`config.mk`:
```
export PLATFORM = sky130hd
export DESIGN_NAME = uart_transceiver
export DESIGN_NICKNAME = d
export VERILOG_FILES = /design/src/rtl/uart_transceiver.sv
export SDC_FILE = /design/constraint.sdc
export NUM_CORES = 1
export LEC_CHECK = 0
export ABC_AREA = 1
export CELL_PAD_IN_SITES_DETAIL_PLACEMENT = 0
export CELL_PAD_IN_SITES_GLOBAL_PLACEMENT = 1
export CORE_MARGIN = 10
export CORE_UTILIZATION = 42
export DETAILED_ROUTE_END_ITERATION = 10
export GPL_TIMING_DRIVEN = 0
export PLACE_DENSITY_LB_ADDON = 0.1
export REMOVE_ABC_BUFFERS = 1
export SLEW_MARGIN = 20
export SYNTH_ARGS = -nofsm -noshare
export SYNTH_HDL_FRONTEND = slang
export SYNTH_SLANG_ARGS = --single-unit
```
`constraint.sdc`:
```
create_clock -name clk -period 2.1 [get_ports clk]
set_clock_uncertainty 0.2 [all_clocks]
set_input_delay 0.21 -clock clk [delete_from_list [all_inputs] [get_ports clk]]
set_output_delay 0.21 -clock clk [all_outputs]
set_load 0.005 [all_outputs]
```
`src/rtl/uart_transceiver.sv`:
```
// Full-duplex UART with parametrised framing, valid/ready byte handshakes and per-frame error flags.
// One instance per serial port, between the board pins and the command/LED logic.
module uart_transceiver #(
    parameter int unsigned CLK_HZ    = 27000000,
    parameter int unsigned BAUD      = 115200,
    parameter int unsigned DATA_BITS = 8,
    parameter int unsigned PARITY    = 0,
    parameter int unsigned STOP_BITS = 1
) (
    input  logic                 clk,
    input  logic                 rst_n,
    input  logic                 uart_rx,
    output logic                 uart_tx,
    input  logic [DATA_BITS-1:0] tx_data,
    input  logic                 tx_valid,
    output logic                 tx_ready,
    output logic [DATA_BITS-1:0] rx_data,
    output logic                 rx_valid,
    input  logic                 rx_ready,
    output logic                 rx_parity_err,
    output logic                 rx_frame_err,
    output logic                 rx_overrun
);

    localparam int unsigned CLKS_PER_BIT = CLK_HZ / BAUD;
    localparam int unsigned CNT_W        = $clog2(CLKS_PER_BIT + 1);
    localparam int unsigned IDX_W        = 4;

    localparam logic [CNT_W-1:0] BIT_LAST  = CNT_W'(CLKS_PER_BIT - 1);
    localparam logic [CNT_W-1:0] READY_AT  = CNT_W'(CLKS_PER_BIT - 2);
    localparam logic [CNT_W-1:0] HALF_LAST = CNT_W'(CLKS_PER_BIT / 2 - 1);
    localparam logic [IDX_W-1:0] DATA_LAST = IDX_W'(DATA_BITS - 1);
    localparam logic             STOP_LAST = 1'(STOP_BITS - 1);
    localparam logic             HAS_PAR   = (PARITY != 0);
    localparam logic             ODD_PAR   = (PARITY == 2);

    typedef enum logic [2:0] {
        TX_IDLE, TX_START, TX_DATA, TX_PARITY, TX_STOP
    } txState_t;

    typedef enum logic [2:0] {
        RX_IDLE, RX_START, RX_DATA, RX_PARITY, RX_STOP, RX_WAIT_HIGH
    } rxState_t;

    txState_t               txState, txStateNext;
    logic [CNT_W-1:0]       txCnt, txCntNext;
    logic [IDX_W-1:0]       txBits, txBitsNext;
    logic                   txStop, txStopNext;
    logic [DATA_BITS-1:0]   txShift, txShiftNext;
    logic                   txParBit, txParBitNext;
    logic                   uartTxNext, txReadyNext;

    rxState_t               rxState, rxStateNext;
    logic                   rxSync1, rxSync2;
    logic [CNT_W-1:0]       rxCnt, rxCntNext;
    logic [IDX_W-1:0]       rxBits, rxBitsNext;
    logic [DATA_BITS-1:0]   rxShift, rxShiftNext;
    logic                   rxParBit, rxParBitNext;
    logic [DATA_BITS-1:0]   rxDataNext;
    logic                   rxValidNext, rxParErrNext, rxFrameErrNext, rxOverrunNext;

    logic txHandshake, txBitDone, rxLine, rxSample;

    assign txHandshake = tx_valid && tx_ready;
    assign txBitDone   = (txCnt == BIT_LAST);
    assign rxLine      = rxSync2;
    assign rxSample    = (rxState == RX_START) ? (rxCnt == HALF_LAST) : (rxCnt == BIT_LAST);

    // State and datapath registers for both directions
    always_ff @(posedge clk) begin
        if (!rst_n) begin
            txState       <= TX_IDLE;
            txCnt         <= '0;
            txBits        <= '0;
            txStop        <= 1'b0;
            txShift       <= '0;
            txParBit      <= 1'b0;
            uart_tx       <= 1'b1;
            tx_ready      <= 1'b1;
            rxState       <= RX_IDLE;
            rxSync1       <= 1'b1;
            rxSync2       <= 1'b1;
            rxCnt         <= '0;
            rxBits        <= '0;
            rxShift       <= '0;
            rxParBit      <= 1'b0;
            rx_data       <= '0;
            rx_valid      <= 1'b0;
            rx_parity_err <= 1'b0;
            rx_frame_err  <= 1'b0;
            rx_overrun    <= 1'b0;
        end else begin
            txState       <= txStateNext;
            txCnt         <= txCntNext;
            txBits        <= txBitsNext;
            txStop        <= txStopNext;
            txShift       <= txShiftNext;
            txParBit      <= txParBitNext;
            uart_tx       <= uartTxNext;
            tx_ready      <= txReadyNext;
            rxState       <= rxStateNext;
            rxSync1       <= uart_rx;
            rxSync2       <= rxSync1;
            rxCnt         <= rxCntNext;
            rxBits        <= rxBitsNext;
            rxShift       <= rxShiftNext;
            rxParBit      <= rxParBitNext;
            rx_data       <= rxDataNext;
            rx_valid      <= rxValidNext;
            rx_parity_err <= rxParErrNext;
            rx_frame_err  <= rxFrameErrNext;
            rx_overrun    <= rxOverrunNext;
        end
    end

    // TX next state
    always_comb begin
        txStateNext = txState;
        case (txState)
            TX_IDLE:   if (txHandshake) txStateNext = TX_START;
            TX_START:  if (txBitDone) txStateNext = TX_DATA;
            TX_DATA:   if (txBitDone && txBits == DATA_LAST)
                           txStateNext = HAS_PAR ? TX_PARITY : TX_STOP;
            TX_PARITY: if (txBitDone) txStateNext = TX_STOP;
            TX_STOP:   if (txBitDone && txStop == STOP_LAST)
                           txStateNext = txHandshake ? TX_START : TX_IDLE;
            default:   txStateNext = TX_IDLE;
        endcase
    end

    // TX outputs: the line value for the upcoming bit is registered on each bit boundary
    always_comb begin
        txCntNext    = (txState == TX_IDLE || txBitDone) ? '0 : txCnt + CNT_W'(1);
        txBitsNext   = txBits;
        txStopNext   = txStop;
        txShiftNext  = txShift;
        txParBitNext = txParBit;
        uartTxNext   = uart_tx;
        txReadyNext  = tx_ready;
        case (txState)
            TX_IDLE: begin
                if (txHandshake) begin
                    txShiftNext  = tx_data;
                    txParBitNext = (^tx_data) ^ ODD_PAR;
                    txBitsNext   = '0;
                    uartTxNext   = 1'b0;
                    txReadyNext  = 1'b0;
                end
            end
            TX_START: begin
                if (txBitDone) begin
                    uartTxNext = txShift[0];
                    txBitsNext = '0;
                end
            end
            TX_DATA: begin
                if (txBitDone) begin
                    if (txBits == DATA_LAST) begin
                        uartTxNext = HAS_PAR ? txParBit : 1'b1;
                        txStopNext = 1'b0;
                    end else begin
                        txShiftNext = txShift >> 1;
                        uartTxNext  = txShift[1];
                        txBitsNext  = txBits + IDX_W'(1);
                    end
                end
            end
            TX_PARITY: begin
                if (txBitDone) begin
                    uartTxNext = 1'b1;
                    txStopNext = 1'b0;
                end
            end
            TX_STOP: begin
                // Ready during the final stop cycle lets the next start bit follow with no gap
                if (txStop == STOP_LAST && txCnt == READY_AT) txReadyNext = 1'b1;
                if (txBitDone) begin
                    if (txStop != STOP_LAST) begin
                        txStopNext = txStop + 1'b1;
                    end else if (txHandshake) begin
                        txShiftNext  = tx_data;
                        txParBitNext = (^tx_data) ^ ODD_PAR;
                        txBitsNext   = '0;
                        uartTxNext   = 1'b0;
                        txReadyNext  = 1'b0;
                    end
                end
            end
            default: begin
                uartTxNext  = 1'b1;
                txReadyNext = 1'b1;
            end
        endcase
    end

    // RX next state
    always_comb begin
        rxStateNext = rxState;
        case (rxState)
            RX_IDLE:      if (!rxLine) rxStateNext = RX_START;
            RX_START:     if (rxSample) rxStateNext = rxLine ? RX_IDLE : RX_DATA;
            RX_DATA:      if (rxSample && rxBits == DATA_LAST)
                              rxStateNext = HAS_PAR ? RX_PARITY : RX_STOP;
            RX_PARITY:    if (rxSample) rxStateNext = RX_STOP;
            RX_STOP:      if (rxSample) rxStateNext = rxLine ? RX_IDLE : RX_WAIT_HIGH;
            RX_WAIT_HIGH: if (rxLine) rxStateNext = RX_IDLE;
            default:      rxStateNext = RX_IDLE;
        endcase
    end

    // RX outputs: assemble LSB first, publish or drop on the stop sample
    always_comb begin
        rxCntNext      = (rxState == RX_IDLE || rxState == RX_WAIT_HIGH || rxSample)
                         ? '0 : rxCnt + CNT_W'(1);
        rxBitsNext     = rxBits;
        rxShiftNext    = rxShift;
        rxParBitNext   = rxParBit;
        rxDataNext     = rx_data;
        rxValidNext    = rx_valid;
        rxParErrNext   = rx_parity_err;
        rxFrameErrNext = rx_frame_err;
        rxOverrunNext  = 1'b0;
        if (rx_valid && rx_ready) rxValidNext = 1'b0;
        case (rxState)
            RX_START: if (rxSample) rxBitsNext = '0;
            RX_DATA: begin
                if (rxSample) begin
                    rxShiftNext = {rxLine, rxShift[DATA_BITS-1:1]};
                    rxBitsNext  = (rxBits == DATA_LAST) ? '0 : rxBits + IDX_W'(1);
                end
            end
            RX_PARITY: if (rxSample) rxParBitNext = rxLine;
            RX_STOP: begin
                if (rxSample) begin
                    if (!rx_valid || rx_ready) begin
                        rxDataNext     = rxShift;
                        rxParErrNext   = HAS_PAR && (rxParBit != ((^rxShift) ^ ODD_PAR));
                        rxFrameErrNext = !rxLine;
                        rxValidNext    = 1'b1;
                    end else begin
                        rxOverrunNext = 1'b1;
                    end
                end
            end
            default: ;
        endcase
    end

endmodule

```
==> run_results.csv <==
group,metric,value,unit
run_status,outcome,"finished clean",
placement,dp_cells,563,
clock_network,cts_max_path_buffers,2,
worst_setup_path,worstPathMaxFanout,16,
route,drtIter0Drc,66,
floorplanning,dieArea,11300,um^2
grt,overflow,0,
worst_setup_path,cp-start-kind,"flip-flop",
timing,clock.fmax,540,MHz
logic_synthesis,synth_cell_types,35,
clock_network,clock-root-buffer,"clkbuf_8",
grt,grt_pass1_vias,2462,
logic_synthesis,netlist_instances,449,
logic_synthesis,ys_warn_count,0,
placement,place_ws,0.0757,ns
worst_setup_path,cp.arrival,1.89,ns
clock_network,clock-sinks,61,
worst_setup_path,worstSetupEndpointType,"flip-flop",
logic_synthesis,ys_top_cells_by_area,"dfxtp_1, nand2_1, nor2_1",
power_and_ir_drop,ir_drop,0.522,mV
timing,fin_ws,0.247,ns
power_and_ir_drop,p_int,2310,uW
placement,dpl_cell_area,3430,um^2
timing,final_hold_viol_count,0,
worst_setup_path,r2r_slack,0.25,ns
cells_and_area,areaGrowthSynthToFinish,15.2,%
timing,worst_slew_pin_slew,0.689,ns
logic_synthesis,synth_top_area_share,39.0,%
timing,rsz0062_at_grt,"no",
power_and_ir_drop,netSwitchingFraction,39.5,%
logic_synthesis,yosysTopAreaCell,"dfxtp_1",
route,vias,2687,
timing,relSlewSlack,54.1,%
clock_network,cts_tree,"built",
route,wl_per_cell,10.6,um
logic_synthesis,async_flop_share,0,%
logic_synthesis,synth_ff_type,"dfxtp_1",
grt,grt_max_degree,39,
worst_hold_path,hp-class,"in -> reg",
cells_and_area,fin_nets,494,
floorplanning,num_rows,31,
floorplanning,core_area,7250,um^2
clock_network,cts_max_level,3,
route,ant_nets,0,
worst_setup_path,crit_family,"simple AND/OR/NAND/NOR gates",
worst_setup_path,required,2.14,ns
clock_network,cts_hold_buf,0,
worst_setup_path,crit_top_cell,"nand2_1",
power_and_ir_drop,clkPwrFrac,25.6,%
route,viasPerCell,4.65,
placement,hpwl,4310,um
worst_hold_path,worstHoldPathCells,2,
clock_network,post_cts_resized,0,
power_and_ir_drop,power.switching,1510,uW
power_and_ir_drop,combPwrFrac,36.3,%
floorplanning,die_height,106,um
logic_synthesis,netlist_area,3130,um^2
cells_and_area,finish.utilization,49.8,%
logic_synthesis,yosysSeqAreaShare,39.0,%
timing,finalCritPeriodShare,88.2,%
cells_and_area,layout-drive-gt1-share,11.3,%
worst_setup_path,r2r_end,"txShift[6]$_SDFFE_PN0P_",
worst_setup_path,r2r_cells,10,
placement,port_buffers,25,
clock_network,clkTransAtPathRegs,0.07,ns
timing,finalSetupViolations,0,
clock_network,clk-insertion-delay-late,0.34,ns
logic_synthesis,synth-seq-cells,61,
worst_setup_path,reg2reg_from,"txState[2]$_SDFFE_PN0P_",
placement,gp_congestion,0.796,
clock_network,numCtsBuffers,9,
cells_and_area,final_area,3610,um^2
worst_setup_path,crit_type,"reg -> reg",
worst_setup_path,cpMaxStageDelayCell,"dfxtp_1",
worst_setup_path,crit_chain,"inv_2 -> nand2_4 -> inv_1 -> nand2_2 -> nand2_1 -> nand2_4 -> nor2_8 -> nand2_1 -> nand2_1 -> nor2_2",
worst_setup_path,crit_path_max_incr_delay,0.35,ns
clock_network,post_cts_buffers,0,
cells_and_area,finalNonFillerCells,578,
floorplanning,die_w,106,um
grt,grt_pass1_wl,10700,um
cells_and_area,antenna_cells,0,
floorplanning,io_pins,27,
logic_synthesis,synth_edf_count,0,
timing,drv_slew,0,
worst_setup_path,worst-path-buf-inv,2,
grt,grtUsageTotal,11.3,%
worst_hold_path,holdPathEnd,"tx_ready$_SDFFE_PN1P_",
route,drc,0,
timing,period_minus_slack,1.85,ns
grt,antenna_found_initial,0,
route,first_pass_iters,4,
route,wl,6120,um
power_and_ir_drop,p_leak,0.00149,uW
logic_synthesis,syn_avg_cell_area,6.98,um^2
power_and_ir_drop,p_per_area,1060,nW/um^2
power_and_ir_drop,seq_power_share,38.1,%
worst_hold_path,hp-start,"rst_n",
timing,holdWs,0.210,ns
flow_run,max_cap_violations,0,
floorplanning,start_util,43.2,%
logic make-up after synthesis:
kind of cell / share of synthesized area [%]
AND/OR/NAND/NOR: 42.1
adder cells (fa/ha/maj): 2.40
flip-flops: 39.0
XOR/XNOR: 1.68
buffers and inverters: 9.14
other: 0.120
AO/OA/AOI/OAI: 5.63
area by class of cell:
cell class / count / area (um^2)
Timing Repair Buffer: 25 / 245
Fill cell: 761 / 3640
Multi-Input combinational cell: 322 / 1630
Clock inverter: 3 / 20.0
Clock buffer: 12 / 165
Sequential cell: 61 / 1220
Inverter: 56 / 210
Tap cell: 99 / 124
worst max-delay path by stage:
stage | from | to | slack (ns) | cells after the start
floorplan | txCnt[0]$_SDFF_PP0_ | txShift[6]$_SDFFE_PN0P_ | 0.45 | 10
CTS | txState[2]$_SDFFE_PN0P_ | txShift[6]$_SDFFE_PN0P_ | 0.24 | 10
global route | txState[2]$_SDFFE_PN0P_ | txShift[1]$_SDFFE_PN0P_ | 0.06 | 10
detailed placement | rst_n | rxLine$_SDFF_PN1_ | 0.08 | 3
finish | txState[2]$_SDFFE_PN0P_ | txShift[6]$_SDFFE_PN0P_ | 0.25 | 10
global placement | rst_n | rxSync1$_SDFF_PN1_ | -1.05 | 3
layer usage:
layer / global-route usage (%) / wire length (um)
met5: 0 / 0
met4: 6.38 / 121
met3: 2.96 / 227
met2: 18.0 / 2740
met1: 13.4 / 3040
cells in the mapped netlist (6+ instances only):
master and count:
nand2_1 107, nor2_1 85, dfxtp_1 61, inv_1 50, nand3_1 20, nand4_1 18, o21ai_0 16, a21oi_1 15
nor2_2 12, ha_1 6, nand2_4 6
power groups by stage:
stage	logic [uW]	registers [uW]	clock network (uW)
final	1390	1460	980
after CTS	1400	1460	1010
after floorplan	1120	1460	0
after detailed placement	1390	1480	0
after global placement	1380	1480	0
after global routing	1610	1480	1060
per-stage QoR:
stage / power, uW / setup TNS (ns)
final: 3820 / 0
after global routing: 4150 / 0
after CTS: 3870 / 0
after detailed placement: 2870 / 0
after global placement: 2860 / -22.09
after floorplan: 2580 / 0
flip-flops by register name, summed over array words and instances (netlist names):
signal,count
rxBits,4
rxState,3
rx_valid,1
rxLine,1
txShift,8
txState,3
tx_ready,1
rxShift,8
rx_data,8
txCnt,8
rx_overrun,1
rx_frame_err,1
uart_tx,1
rxSync1,1
rxCnt,8
txBits,4
cells in the final DEF (no fill, tap or decap), drive strengths merged:
cell / n
nand2: 115
nor2: 103
dfxtp: 61
inv: 54
clkdlybuf4s50: 24
nand3: 23
nand4: 19
o21ai: 16
a21oi: 15
clkbuf: 12
ha: 6
nor3: 6
xor2: 3
or2: 3
xnor2: 3
nor3b: 3
clkinv: 3
nand3b: 2
o211ai: 2
clkinvlp: 2
nor4: 1
o22ai: 1
conb: 1
buf: 1
worst register-to-register path, stage by stage, from the launching register on:
cell and delay [ns]:
dfxtp_1 0.35, inv_2 0.14, nand2_4 0.08, inv_1 0.11, nand2_2 0.19, nand2_1 0.17, nand2_4 0.08, nor2_8 0.24
nand2_1 0.09, nand2_1 0.08, nor2_2 0.04
Note: power is estimated with default switching activity, not from simulation.
